$ cat config.mk
export PLATFORM = sky130hd
export DESIGN_NAME = lsu
export DESIGN_NICKNAME = d
export VERILOG_FILES = /design/src/rtl/lsu_pkg.sv /design/src/rtl/lsu_align.sv /design/src/rtl/lsu.sv
export SDC_FILE = /design/constraint.sdc
export NUM_CORES = 1
export LEC_CHECK = 0
export CORE_ASPECT_RATIO = 0.5
export CORE_UTILIZATION = 44
export CTS_CLUSTER_DIAMETER = 100
export CTS_CLUSTER_SIZE = 10
export DETAILED_ROUTE_END_ITERATION = 10
export HOLD_SLACK_MARGIN = 0.12
export MAX_ROUTING_LAYER = met4
export PLACE_DENSITY = 0.81
export SLEW_MARGIN = 30
export SYNTH_ARGS = -nofsm -noshare
export SYNTH_HDL_FRONTEND = slang
export SYNTH_SLANG_ARGS = --single-unit
$ cat constraint.sdc
create_clock -name clk -period 2.2 [get_ports clk]
set_input_delay 0.33 -clock clk [delete_from_list [all_inputs] [get_ports clk]]
set_output_delay 0.33 -clock clk [all_outputs]
set_load 0.01 [all_outputs]
$ cat src/rtl/lsu_pkg.sv
`default_nettype none
// ============================================================================
// Module      : lsu_pkg
// Description : Shared encodings for the load/store unit. It holds the access
//               size codes, the FSM state codes, and the alignment/legality
//               check that the LSU top applies to each incoming request.
// Revision    : 1.0 - initial release
// ============================================================================
package lsu_pkg;

  // Access size encodings. A value of 3 is illegal.
  localparam logic [1:0] SZ_B = 2'd0;
  localparam logic [1:0] SZ_H = 2'd1;
  localparam logic [1:0] SZ_W = 2'd2;

  // FSM state encodings.
  localparam logic [1:0] ST_IDLE = 2'd0;
  localparam logic [1:0] ST_REQ  = 2'd1;
  localparam logic [1:0] ST_WAIT = 2'd2;
  localparam logic [1:0] ST_RESP = 2'd3;

  // Returns 1 when the access size is illegal, or when the address is not
  // naturally aligned for that size.
  function automatic logic is_bad_access(input logic [1:0] size,
                                         input logic [1:0] offset);
    logic bad;
    case (size)
      SZ_B:    bad = 1'b0;
      SZ_H:    bad = offset[0];
      SZ_W:    bad = |offset;
      default: bad = 1'b1;
    endcase
    return bad;
  endfunction

endpackage
`default_nettype wire

$ cat src/rtl/lsu_align.sv
`default_nettype none
// ============================================================================
// Module      : lsu_align
// Description : Purely combinational byte-lane logic for the LSU.
//               Store side: builds the byte strobes and replicates the store
//               data onto the byte lanes.
//               Load side: extracts the addressed lane from the read word and
//               sign-extends or zero-extends it.
// Ports       : st_size/st_offset/st_wdata  -> st_wstrb, st_wdata_lanes
//               ld_size/ld_offset/ld_unsigned/ld_rdata -> ld_data
// Revision    : 1.0 - initial release
// ============================================================================
module lsu_align
  import lsu_pkg::*;
#(
  parameter int DATA_LEN = 32
) (
  input  logic [1:0]          st_size,
  input  logic [1:0]          st_offset,
  input  logic [DATA_LEN-1:0] st_wdata,
  output logic [3:0]          st_wstrb,
  output logic [DATA_LEN-1:0] st_wdata_lanes,
  input  logic [1:0]          ld_size,
  input  logic [1:0]          ld_offset,
  input  logic                ld_unsigned,
  input  logic [DATA_LEN-1:0] ld_rdata,
  output logic [DATA_LEN-1:0] ld_data
);

  logic [DATA_LEN-1:0] w_shifted;

  // Store side. Data is copied to every lane, so the bus slave only has to
  // honour the strobes and never needs to shift anything.
  always_comb begin
    st_wstrb       = 4'b0000;
    st_wdata_lanes = st_wdata;
    case (st_size)
      SZ_B: begin
        st_wstrb       = 4'b0001 << st_offset;
        st_wdata_lanes = {4{st_wdata[7:0]}};
      end
      SZ_H: begin
        st_wstrb       = 4'b0011 << st_offset;
        st_wdata_lanes = {2{st_wdata[15:0]}};
      end
      SZ_W: begin
        st_wstrb       = 4'b1111;
      end
      default: begin
        st_wstrb       = 4'b0000;
      end
    endcase
  end

  // Load side. The addressed lane is moved down to bit 0 before it is
  // extended.
  always_comb begin
    w_shifted = ld_rdata >> {ld_offset, 3'b000};
    ld_data   = ld_rdata;
    case (ld_size)
      SZ_B:    ld_data = {{(DATA_LEN-8){~ld_unsigned & w_shifted[7]}},
                          w_shifted[7:0]};
      SZ_H:    ld_data = {{(DATA_LEN-16){~ld_unsigned & w_shifted[15]}},
                          w_shifted[15:0]};
      default: ld_data = ld_rdata;
    endcase
  end

endmodule
`default_nettype wire

$ cat src/rtl/lsu.sv
`default_nettype none
// ============================================================================
// Module      : lsu
// Description : Single-outstanding load/store unit. It accepts one request
//               from the execute stage and checks it for legal size and
//               alignment. A legal request goes out as a word-aligned bus
//               transaction. The unit then waits for completion and holds the
//               extended result until the consumer takes it.
// Ports       : clk, rst_n (async, active-low)
//               req_*  - request from the execute stage (valid/ready)
//               resp_* - result to the consumer (valid/ready)
//               mem_*  - word-aligned bus with request/grant and
//                        completion (rvalid) phases
// Revision    : 1.0 - initial release
// ============================================================================
module lsu
  import lsu_pkg::*;
#(
  parameter int DATA_LEN = 32
) (
  input  logic                clk,
  input  logic                rst_n,
  input  logic                req_valid,
  output logic                req_ready,
  input  logic                req_is_store,
  input  logic [1:0]          req_size,
  input  logic                req_unsigned,
  input  logic [DATA_LEN-1:0] req_addr,
  input  logic [DATA_LEN-1:0] req_wdata,
  output logic                resp_valid,
  input  logic                resp_ready,
  output logic [DATA_LEN-1:0] resp_rdata,
  output logic                resp_err,
  output logic                mem_req,
  output logic                mem_we,
  output logic [DATA_LEN-1:0] mem_addr,
  output logic [3:0]          mem_wstrb,
  output logic [DATA_LEN-1:0] mem_wdata,
  input  logic                mem_gnt,
  input  logic                mem_rvalid,
  input  logic [DATA_LEN-1:0] mem_rdata
);

  logic [1:0]          r_state;
  logic                r_is_store;
  logic [1:0]          r_size;
  logic                r_unsigned;
  logic [1:0]          r_offset;

  logic                w_handshake;
  logic                w_req_err;
  logic [3:0]          w_st_wstrb;
  logic [DATA_LEN-1:0] w_st_wdata;
  logic [DATA_LEN-1:0] w_ld_data;

  assign req_ready   = (r_state == ST_IDLE);
  assign resp_valid  = (r_state == ST_RESP);
  assign mem_req     = (r_state == ST_REQ);
  assign w_handshake = req_valid & req_ready;
  assign w_req_err   = is_bad_access(req_size, req_addr[1:0]);

  // The store path works on the live request so that the bus fields can be
  // registered on the handshake edge. The load path works on the stored
  // request attributes, because read data comes back in a later cycle.
  lsu_align #(
    .DATA_LEN      (DATA_LEN)
  ) u_align (
    .st_size        (req_size),
    .st_offset      (req_addr[1:0]),
    .st_wdata       (req_wdata),
    .st_wstrb       (w_st_wstrb),
    .st_wdata_lanes (w_st_wdata),
    .ld_size        (r_size),
    .ld_offset      (r_offset),
    .ld_unsigned    (r_unsigned),
    .ld_rdata       (mem_rdata),
    .ld_data        (w_ld_data)
  );

  always_ff @(posedge clk or negedge rst_n) begin
    if (!rst_n) begin
      r_state    <= ST_IDLE;
      r_is_store <= 1'b0;
      r_size     <= SZ_B;
      r_unsigned <= 1'b0;
      r_offset   <= 2'b00;
      resp_rdata <= '0;
      resp_err   <= 1'b0;
      mem_we     <= 1'b0;
      mem_addr   <= '0;
      mem_wstrb  <= 4'b0000;
      mem_wdata  <= '0;
    end else begin
      case (r_state)
        ST_IDLE: begin
          if (w_handshake) begin
            r_is_store <= req_is_store;
            r_size     <= req_size;
            r_unsigned <= req_unsigned;
            r_offset   <= req_addr[1:0];
            resp_rdata <= '0;
            if (w_req_err) begin
              // An illegal request reports its error straight away and never
              // touches the bus.
              resp_err <= 1'b1;
              r_state  <= ST_RESP;
            end else begin
              resp_err  <= 1'b0;
              mem_we    <= req_is_store;
              mem_addr  <= {req_addr[DATA_LEN-1:2], 2'b00};
              mem_wstrb <= w_st_wstrb;
              mem_wdata <= w_st_wdata;
              r_state   <= ST_REQ;
            end
          end
        end
        ST_REQ: begin
          if (mem_gnt) begin
            // The slave may complete in the same cycle it grants.
            if (mem_rvalid) begin
              resp_rdata <= r_is_store ? '0 : w_ld_data;
              r_state    <= ST_RESP;
            end else begin
              r_state    <= ST_WAIT;
            end
          end
        end
        ST_WAIT: begin
          if (mem_rvalid) begin
            resp_rdata <= r_is_store ? '0 : w_ld_data;
            r_state    <= ST_RESP;
          end
        end
        ST_RESP: begin
          if (resp_ready) begin
            r_state <= ST_IDLE;
          end
        end
        default: begin
          r_state <= ST_IDLE;
        end
      endcase
    end
  end

endmodule
`default_nettype wire

; ---- Yosys cells after proc, flatten, opt, wreduce, memory -nomap -nowiden
; Cells that the tools add are included.
[op_classes]
n_shift = 3
n_mux = 17
bitwise_logic = 5
eq_ne = 10
reduce_logical = 9
[ops]
columns = cell, count
row1 = $mux 32, 4
row2 = $pmux 32 s2, 2
row3 = $pmux 32 s3, 1
row4 = $shr 32x5->16, 1
row5 = $pmux 4 s3, 1
row6 = $mux 2, 5
row7 = $pmux 2 s4, 1
row8 = $eq 2x1->1 const B, 3
row9 = $eq 2x2->1 const B, 3
row10 = $logic_not 2->1, 3
row11 = $ne 2x1->1 const B, 3
row12 = $reduce_and 3->1, 2
row13 = $reduce_and 4->1, 1
row14 = $shl 1x2->4 const A, 1
row15 = $shl 2x2->4 const A, 1
row16 = $and 1x1->1, 3
row17 = $pmux 1 s3, 1
row18 = $reduce_bool 3->1, 1
row19 = $mux 1, 2
row20 = $ne 2x2->1 const B, 1
row21 = $not 1->1, 2
row22 = $reduce_and 2->1, 1
row23 = $reduce_or 2->1, 1
[totals]
inputBits = 106
elab_cells = 55
out_inout_bits = 105
ff_bits = 108

; ---- Longest topological paths before layout
; Gate-level depths: netlist of the first run.
[logic_depth]
depth_word = 7
depth_mapped = 8
ltp_nobuf = 6

; ---- Cells and area by module
; A second synthesis of the first run with hierarchy kept.
[unflattened]
cells_unflattened = 503
area_unflattened_um2 = 5931.9
[modules_own_cells]
columns = mod, instances, cells_each, area_each_um2, seq_area_each_um2
row1 = lsu, 1, 327, 4712.0, 2702.6
row2 = lsu_align, 1, 176, 1219.9, 0.0

; ---- Least setup slack after synthesis of the first run
; Ideal clock, no wire load.
[synth_path]
path_kind = reg2reg
startpoint = register r_state[0]
endpoint = register resp_rdata[10]
arrival_ns = 1.895
stages_incl_launch_ff = 9
path_buffers = 2
synth_period_minus_slack_ns = 2.030
required_ns = 2.065
slack_ns = 0.170
setup_time_ns = 0.135
cell_sequence = dfrtp_1 -> inv_1 -> ha_1 -> nor2b_4 -> or4_1 -> buf_2 -> buf_6 -> a22oi_1 -> nand3_1
[synth_via]
elab_chain_len = 4
elab_cells_between_ends = 9
cone_classes = eq/ne (4) / mux (1) / bitwise (1) / reduce/logical (3)
[synth_lines]
columns = element, line_no
row1 = from (decl), lsu.sv:44  ; logic [1:0] r_state;
row2 = from (signal assigned), lsu.sv:82  ; r_state <= ST_IDLE;
row3 = from (signal assigned), lsu.sv:106  ; r_state <= ST_RESP;
row4 = from (signal assigned), lsu.sv:113  ; r_state <= ST_REQ;
row5 = $logic_not 2->1 (*), lsu.sv:56  ; assign req_ready = (r_state == ST_IDLE);
row6 = net req_ready, lsu.sv:24  ; output logic req_ready,
row7 = $and 1x1->1, lsu.sv:59  ; assign w_handshake = req_valid & req_ready;
row8 = $ne 2x1->1 (no source line), n/a
row9 = $reduce_and 3->1 (no source line), n/a
row10 = to (signal assigned), lsu.sv:121  ; resp_rdata <= r_is_store ? '0 : w_ld_data;
row11 = to (signal assigned), lsu.sv:130  ; resp_rdata <= r_is_store ? '0 : w_ld_data;
row12 = to (decl), lsu.sv:32  ; output logic [DATA_LEN-1:0] resp_rdata,
; The timed path passes the listed nets; every way through them passes the cells marked *.
; A chain may end at the register's enable or synchronous reset.

; ---- Final worst setup path of the first run
[layout_path]
startpoint = register r_state[0]
endpoint = register resp_rdata[16]
[layout_via]
elab_chain_len = 4
elab_cells_between_ends = 9
cone_classes = eq/ne (4) / mux (1) / bitwise (1) / reduce/logical (3)
[layout_lines]
columns = element, line_no
row1 = $logic_not 2->1, "lsu.sv:56, lsu.sv:94"
row2 = $and 1x1->1, lsu.sv:59
row3 = $ne 2x1->1 (no source line), n/a
row4 = $reduce_and 3->1 (no source line), n/a
; Several ways; a longest one is shown, not always the timed one.

==> results_dict.tcl, run 1 <==
set metrics [dict create \
    status "complete, no violations" \
    yosys_warnings 0 \
    drive_above_1_share_pct 20.3 \
    cts-root-buf "clkbuf_16" \
    drt_pre_antenna_iters 5 \
    rows 27 \
    rrSetupSlack_ns 0.12 \
    clk_latency_ns 0.34 \
    syn_inst 433 \
    startpoint_type "register" \
    cts_buffers 9 \
    clock_sinks 108 \
    fin_setup_tns_ns 0 \
    r2r-end "resp_rdata[16]" \
    fin_worst_skew_ns 0.00688 \
    muxShareOfSynthArea_pct 22.0 \
    tightest_slew_ns 0.617 \
    final_area_um2 7990 \
    yosysUniqueCellTypes 51 \
    yosysSeqAreaShare_pct 51.2 \
    syn-cell-area_um2 5280 \
    synth-seq-cells 108 \
    synth_xor_xnor_area_share_pct 0.166 \
    fmax_ghz 0.480 \
    synth_edf_count 0 \
    pwr-share-clk_pct 16.8 \
    gp_congestion 0.863 \
    syn_avg_cell_area_um2 12.2 \
    rsz0062_at_grt "false" \
    die_y_um 79.5 \
    boundaryPins 211 \
    async_flop_share_pct 100 \
    critPathKind "reg -> reg" \
    cts_max_level 3 \
    wl_per_cell_um 17.4 \
    grt_pass1_vias 4223 \
    core_um2 11400 \
    synth_compound_area_share_pct 12.9 \
    postRouteAntennaNets 0 \
    comb_power_share_pct 49.5 \
    grt-ovfl-total 0 \
    path_buf_inv 2 \
    p_sw_share_pct 33.6 \
    ir_drop_mv 0.606 \
    antenna_found_initial 0 \
    yosys.area_share.simple_pct 7.84 \
    hp-class "in -> async" \
    relSlewSlack_pct 58.9 \
    antennaDiodeCount 0 \
    fin_nets 762 \
    grt_pass1_wl_mm 22.4 \
    crit_family "simple AND/OR/NAND/NOR gates" \
    critPathCaptureType "register" \
    clk_path_buf_depth 2 \
    die_x_um 157 \
    cts.clk_slew.worst_paths_ns 0.07 \
    synth_top_family_by_area "multiplexers" \
    grt_max_degree 51 \
    power_leakage_uw 0.00337 \
    tritoncts "built" \
    drtIter0Drc 259 \
    required_ns 2.42 \
    drc 0 \
    period_minus_slack_ns 2.08 \
    placed_cell_area_um2 7620 \
    finalHoldViolCount 0 \
    port_buffers 208 \
    internal_power_uw 7090 \
    synthToLayoutAreaGrowth_pct 51.3 \
    cp.arrival_ns 2.31 \
    r2r_start "r_state[0]" \
    start_util_pct 46.5 \
    die_area_um2 12500 \
    cp_slowest_stage_delay_ns 0.45 \
    seqPwrFrac_pct 33.7 \
    cp_max_fo 32 \
    synthFlopType "dfrtp_1" \
    cp_cell_sequence "inv_2, ha_1, nor2b_1, or4_1, buf_12, a22oi_1, o21ai_1" \
    cpMaxStageDelayCell "or4_1" \
    cap_violations 0 \
    grt_util_all_layers_pct 24.1 \
    period_share_pct 94.7 \
    num_vias 4277 \
    via_per_inst 5.25 \
    hpwl_mm 10.4 \
    final-max-slew-violation-count 0 \
    drt_wl_total_mm 14.2 \
    finalSetupViolCount 0 \
    switching_power_uw 3590 \
    synthAdderAreaFrac_pct 1.42 \
    power_density_nw_per_um2 1340 \
    worstRegToRegCells 7 \
]
power by group through the flow:
stage               combinational, µW  sequential, µW  clock (µW)
floorplan                        2200            3900           0
global placement                 5150            3590           0
detailed placement               5260            3610           0
CTS                              5290            3600        1830
global route                     5660            3730        1920
finish                           5290            3600        1800
worst max-delay path by stage:
stage / startpoint / to / cells after the start
6_report: r_state[0] / resp_rdata[16] / 7
5_1_grt: r_state[0] / resp_rdata[16] / 7
4_1_cts: r_state[0] / req_ready / 4
3_5_place_dp: mem_gnt / resp_rdata[11] / 6
3_3_place_gp: mem_gnt / resp_rdata[13] / 6
2_1_floorplan: r_state[0] / resp_rdata[10] / 8
cell usage after synthesis, types with 2 or more instances:
library cell / instances / area, µm²
o2bb2ai_1: 7 / 61.3
mux2i_1: 18 / 180
nor3_1: 2 / 10.0
buf_4: 2 / 15.0
o21ai_0: 13 / 65.1
clkbuf_1: 9 / 33.8
nor3b_1: 2 / 15.0
a21oi_1: 3 / 15.0
mux2_1: 10 / 113
o31ai_1: 8 / 60.1
o21ai_1: 17 / 85.1
nor2b_1: 6 / 37.5
a22oi_1: 24 / 180
inv_1: 7 / 26.3
nand3_1: 16 / 80.1
a221o_1: 2 / 20.0
o22ai_1: 6 / 37.5
nand2_1: 26 / 97.6
a22o_1: 7 / 61.3
mux2_2: 77 / 867
buf_2: 11 / 55.1
buf_6: 9 / 101
nor2_1: 10 / 37.5
ha_1: 6 / 75.1
nor2b_4: 2 / 27.5
dfrtp_1: 108 / 2700
cell type report:
type / count / area, µm²
Clock buffer: 11 / 253
Multi-Input combinational cell: 287 / 2370
Timing Repair Buffer: 237 / 2360
Tap cell: 159 / 199
Fill cell: 869 / 3360
Sequential cell: 108 / 2700
Clock inverter: 5 / 82.6
Inverter: 7 / 26.3
through the flow:
step	utilization [%]	setup slack (ns)	std cells	hold WS, ns	total power (µW)
global route	70.4	0.0222	814	0.511	11300
global placement	67.2	0.113	795	0.302	8740
CTS	70.2	0.0570	812	0.484	10700
detailed placement	67.2	0.0742	795	0.310	8880
floorplan	-	0.170	434	0.0344	6100
finish	70.4	0.117	814	0.469	10700
routing by layer:
layer	vias to the layer above	GRT usage, %	routed length (µm)
met4	0	9.12	393
met3	29	4.56	744
li1	2029	-	-
met2	147	40.8	7230
met1	2072	28.9	5800
met5	-	-	0
logic make-up after synthesis:
kind of cell	count (synthesis)
other cells	1
xor+xnor	1
fa+ha+maj	6
buf+inv	39
flops	108
mux	105
simple gates	75
compound gates	98
layout by cell type, fill, tap and decap left out, types with 2 or more instances in the layout:
cell | netlist | layout
clkdlybuf4s50_1 | 0 | 207
dfrtp_1 | 108 | 108
mux2_2 | 77 | 77
nand2_1 | 26 | 26
a22oi_1 | 24 | 24
buf_4 | 2 | 24
mux2i_1 | 18 | 18
o21ai_1 | 17 | 17
nand3_1 | 16 | 15
o21ai_0 | 13 | 13
mux2_1 | 10 | 10
nor2_1 | 10 | 10
clkbuf_16 | 0 | 9
o31ai_1 | 8 | 8
a22o_1 | 7 | 7
o2bb2ai_1 | 7 | 7
inv_1 | 7 | 6
nor2b_1 | 6 | 6
o22ai_1 | 6 | 6
ha_1 | 6 | 6
buf_12 | 0 | 5
a21oi_1 | 3 | 3
nor2b_4 | 2 | 2
nor4_4 | 1 | 2
nor3b_1 | 2 | 2
nor3_1 | 2 | 2
a221o_1 | 2 | 2
conb_1 | 1 | 2
bufinv_16 | 0 | 2
clkbuf_8 | 0 | 2
timing repair:
action,4_1_cts,5_1_grt
setup buffers,0,2
hold buffers,1,0
resized for setup,0,3
endpoints found under the hold margin,31,0
endpoints found under the setup margin,0,24
state kept, by name (all words and copies together), names as in the netlist:
| name | flops |
|---|---|
| mem_we | 1 |
| resp_rdata | 32 |
| r_size | 2 |
| resp_err | 1 |
| r_state | 2 |
| mem_wstrb | 4 |
| r_is_store | 1 |
| r_offset | 2 |
| mem_wdata | 32 |
| r_unsigned | 1 |
| mem_addr | 30 |
Power figures use the tool's default switching activity.
==> run 2: changes to the inputs <==
Settings changed: CORE_ASPECT_RATIO 0.5 to 0.75, CORE_MARGIN set to 2.
==> results_dict.tcl, run 2 (synthesized netlist as in run 1, its figures left out) <==
set metrics [dict create \
    gp_congestion 0.884 \
    finalSetupViolCount 0 \
    internal_power_uw 6950 \
    layout_common_cells "clkdlybuf4s50_1, dfrtp_1, mux2_2" \
    die_area_um2 12900 \
    worstRegToRegCells 7 \
    r2r_start "r_state[0]" \
    grt_pass1_wl_mm 24.2 \
    dpl_worst_slack_ns 0.0341 \
    core_um2 11700 \
    postRouteAntennaNets 0 \
    startpoint_type "register" \
    switching_power_uw 3680 \
    grt_max_degree 48 \
    cap_violations 0 \
    dr_wl_met3_mm 1.85 \
    tritoncts "built" \
    boundaryPins 211 \
    die_x_um 131 \
    min_path_cells 1 \
    hpwl_mm 11.2 \
    fin_worst_skew_ns 0.00958 \
    drt_pre_antenna_iters 7 \
    clock_sinks 108 \
    routed.top_layer "met4" \
    rows 34 \
    cp_max_fo 32 \
    reg.largest.list "mem_wdata: 32 flops, resp_rdata: 32 flops, mem_addr: 30 flops" \
    wl_per_cell_um 18.9 \
    grt-ovfl-total 0 \
    cp_cell_sequence "buf_4, ha_1, nor2b_4, or4_4, buf_12, a22oi_1, nand3_1" \
    relSlewSlack_pct 59.1 \
    grt_util_all_layers_pct 25.0 \
    final.setup.worst_slack_ns 0.0664 \
    r2r-end "resp_rdata[10]" \
    final-max-slew-violation-count 0 \
    finalHoldViolCount 0 \
    antenna_found_initial 0 \
    via_per_inst 5.42 \
    cts_buffers 9 \
    cts.clk_slew.worst_paths_ns 0.07 \
    clk_path_buf_depth 2 \
    power_density_nw_per_um2 1330 \
    cts-root-buf "clkbuf_16" \
    final_common_cell "clkdlybuf4s50_1" \
    fmax_ghz 0.469 \
    period_minus_slack_ns 2.13 \
    wl_met2_mm 7.12 \
    required_ns 2.40 \
    drt-met1-wl_mm 6.21 \
    p_sw_share_pct 34.6 \
    grt_pass1_vias 4612 \
    period_share_pct 97.0 \
    hp-class "reg -> reg" \
    num_vias 4433 \
    critPathKind "reg -> reg" \
    start_util_pct 45.3 \
    antennaDiodeCount 0 \
    cts_max_level 3 \
    fin_nets 763 \
    tightest_slew_ns 0.614 \
    port_buffers 208 \
    totalPowerFinal_uw 10600 \
    holdPathEnd "mem_wstrb[0]" \
    seqPwrFrac_pct 33.8 \
    clk_latency_ns 0.34 \
    comb_power_share_pct 50.8 \
    drt_wl_total_mm 15.4 \
    cp.arrival_ns 2.33 \
    nFillCells 898 \
    drc 0 \
    cpMaxStageDelayCell "or4_4" \
    drtIter0Drc 408 \
    hold_start "mem_wstrb[0]" \
    cp_slowest_stage_delay_ns 0.53 \
    hold_ws_ns 0.487 \
    power_leakage_uw 0.00334 \
    status "complete, no violations" \
    ir_drop_mv 0.763 \
    rrSetupSlack_ns 0.07 \
    pwr-share-clk_pct 15.4 \
    critPathCaptureType "register" \
    die_y_um 98.9 \
    fin_setup_tns_ns 0 \
    drive_above_1_share_pct 20.1 \
    synthToLayoutAreaGrowth_pct 50.8 \
]
run 2: worst max-delay path, delay by kind of cell (launching register included):
family          cells  cell delay (ns)
compound gates      1             0.21
fa+ha+maj           1             0.22
buf+inv             2             0.34
flops               1             0.43
simple gates        3             0.78
run 2: layer usage:
layer	vias to the layer above	global-route usage [%]
met5	-	-
li1	2032	-
met4	0	7.28
met2	211	38.1
met1	2166	29.9
met3	24	11.6
run 2: worst max path at each step:
stage                from        endpoint  slack, ns  cells past startpoint
3_5_place_dp    req_valid  resp_rdata[10]       0.03                      6
4_1_cts        r_state[0]  resp_rdata[10]       0.05                      7
6_report       r_state[0]  resp_rdata[10]       0.07                      7
3_3_place_gp    req_valid   resp_rdata[9]       0.09                      6
5_1_grt        r_state[0]  resp_rdata[10]      -0.01                      7
2_1_floorplan  r_state[0]  resp_rdata[10]       0.17                      8
run 2: area by class of cell:
type | count | area [µm²] | share of cell area [%]
flip-flops and latches | 108 | 2700 | 33.9
repair buffers | 238 | 2370 | 29.8
multi-input cells | 287 | 2370 | 29.7
clock buffers | 13 | 250 | 3.14
well taps | 162 | 203 | 2.55
clock inverters | 3 | 46.3 | 0.581
inverters | 7 | 26.3 | 0.330
run 2: through the flow:
step / util (%) / std cells / cell area [µm²]
after floorplan: - / 434 / 5290
after global placement: 65.5 / 799 / 7630
after detailed placement: 65.5 / 799 / 7630
after CTS: 68.1 / 816 / 7940
after global routing: 68.3 / 818 / 7960
final: 68.3 / 818 / 7960
run 2: power by group through the flow:
stage	combinational [µW]	sequential [µW]	clock, µW
3_5_place_dp	5320	3600	0
2_1_floorplan	2200	3900	0
6_report	5390	3600	1640
3_3_place_gp	5210	3570	0
4_1_cts	5370	3590	1680
5_1_grt	5790	3730	1750
run 2: repair_timing:
item | in CTS | in global routing
hold buffers | 1 | 0
hold endpoints to repair | 42 | 0
resized for setup | 0 | 3
setup buffers | 0 | 2
endpoints found under the setup margin | 0 | 24
==> run 3: changes to the inputs <==
Settings changed: CORE_UTILIZATION 44 to 47, PLACE_DENSITY 0.81 to 0.86.
Clock period 2.2 ns to 2.5 ns, I/O delays scaled along.
==> results_dict.tcl, run 3 (synthesized netlist as in run 1, its figures left out) <==
set metrics [dict create \
    gp_congestion 0.880 \
    hp-class "reg -> reg" \
    fin_util_pct 71.8 \
    cap_violations 0 \
    holdPathEnd "resp_rdata[6]" \
    antennaDiodeCount 0 \
    min_path_cells 2 \
    rows 33 \
    drt_wl_total_mm 15.4 \
    finalSetupViolCount 0 \
    nFillCells 743 \
    start_util_pct 48.3 \
    postRouteAntennaNets 0 \
    grt_pass1_wl_mm 23.7 \
    cts_buffers 9 \
    grt_pass1_vias 4545 \
    port_buffers 208 \
    power_density_nw_per_um2 1200 \
    ir_drop_mv 0.670 \
    drtIter0Drc 241 \
    critPathKind "reg -> reg" \
    drive_above_1_share_pct 18.7 \
    drc 0 \
    grt-ovfl-total 0 \
    cp_slowest_stage_delay_ns 0.47 \
    worstRegToRegCells 7 \
    num_vias 4414 \
    cp.arrival_ns 2.42 \
    tritoncts "built" \
    die_area_um2 12100 \
    clk_latency_ns 0.34 \
    cp_max_fo 32 \
    fmax_ghz 0.452 \
    rrSetupSlack_ns 0.29 \
    postCtsSetupBuffers 0 \
    power_leakage_uw 0.00330 \
    cts_max_level 3 \
    layout_common_cells "clkdlybuf4s50_1, dfrtp_1, mux2_2" \
    die_y_um 95.8 \
    status "complete, no violations" \
    relSlewSlack_pct 50.7 \
    final.setup.worst_slack_ns 0.287 \
    hold_start "resp_rdata[6]" \
    grt_max_degree 53 \
    r2r-end "resp_rdata[9]" \
    via_per_inst 5.62 \
    reg.largest.list "mem_wdata: 32 flops, resp_rdata: 32 flops, mem_addr: 30 flops" \
    totalPowerFinal_uw 9410 \
    ctsResizeCount 0 \
    wl_per_cell_um 19.5 \
    critPathCaptureType "register" \
    die_x_um 126 \
    cpMaxStageDelayCell "or4_1" \
    startpoint_type "register" \
    cp_cell_sequence "inv_1, ha_1, nor2b_4, or4_1, buf_4, a22oi_1, nand3_1" \
    hpwl_mm 11.4 \
    final_common_cell "clkdlybuf4s50_1" \
    finalHoldViolCount 0 \
    required_ns 2.70 \
    antenna_found_initial 0 \
    rsz0062_at_grt "false" \
    tightest_slew_ns 0.740 \
    boundaryPins 211 \
    clock_sinks 108 \
    period_share_pct 88.5 \
    synthToLayoutAreaGrowth_pct 48.8 \
    fin_nets 753 \
    grt_util_all_layers_pct 26.2 \
    r2r_start "r_state[1]" \
    fin_setup_tns_ns 0 \
    fin_worst_skew_ns 0.00735 \
    core_um2 10900 \
    cts-root-buf "clkbuf_16" \
    dpl_worst_slack_ns 0.229 \
    drt_pre_antenna_iters 4 \
    clk_path_buf_depth 2 \
    cts.clk_slew.worst_paths_ns 0.07 \
    period_minus_slack_ns 2.21 \
    final-max-slew-violation-count 0 \
]
## run 3: cell count changes in the layout (fill, tap and decap cells not counted), moves of 2 or more
cell / delta
buf_12: -3
buf_4: -7
bufinv_16: +2
clkbuf_1: -2
## run 3: cell type report
class | count | area (µm²) | share of cell area, %
sequential | 108 | 2700 | 34.4
multi-input combinational | 287 | 2360 | 30.0
timing repair buffer | 228 | 2260 | 28.7
clock buffer | 10 | 229 | 2.91
tap | 140 | 175 | 2.23
clock inverter | 6 | 111 | 1.42
inverter | 7 | 26.3 | 0.334
## run 3: layer usage
layer / GRT usage (%) / share of wire, % / vias to the layer above
li1: - / - / 2002
met1: 30.7 / 39 / 2174
met2: 42.6 / 49 / 214
met3: 9.95 / 11 / 24
met4: 7.51 / 1.5 / 0
met5: - / 0 / -
## run 3: worst max-delay path by stage
stage / endpoint / startpoint / slack [ns] / cells after the start
6_report: resp_rdata[9] / r_state[1] / 0.29 / 7
5_1_grt: resp_rdata[10] / r_state[1] / 0.17 / 7
4_1_cts: resp_rdata[9] / r_state[0] / 0.29 / 7
3_5_place_dp: resp_rdata[9] / req_valid / 0.23 / 6
3_3_place_gp: resp_rdata[13] / req_valid / 0.26 / 6
2_1_floorplan: resp_rdata[10] / r_state[0] / 0.47 / 8
## run 3: critical path, delay by kind of cell (launching register included)
family          cells  cell delay, ns
compound gates      1            0.23
fa+ha+maj           1            0.26
buf+inv             2            0.37
flops               1            0.44
simple gates        3            0.76
## run 3: repair_timing
action,CTS,global route
endpoints found under the hold margin,36,0
hold buffers,1,0
endpoints found under the setup margin,0,0
## run 3: where the power goes
part	switching (µW)	internal (µW)	leakage, µW
clock network	640	982	0.000163
logic	1980	2570	0.00179
registers	630	2600	0.00135
## run 3: through the flow
step	cell area, µm²	hold slack, ns	instances
floorplan	5290	0.0794	434
global placement	7510	0.378	769
detailed placement	7510	0.378	769
CTS	7860	0.478	786
global route	7860	0.503	786
finish	7860	0.478	786
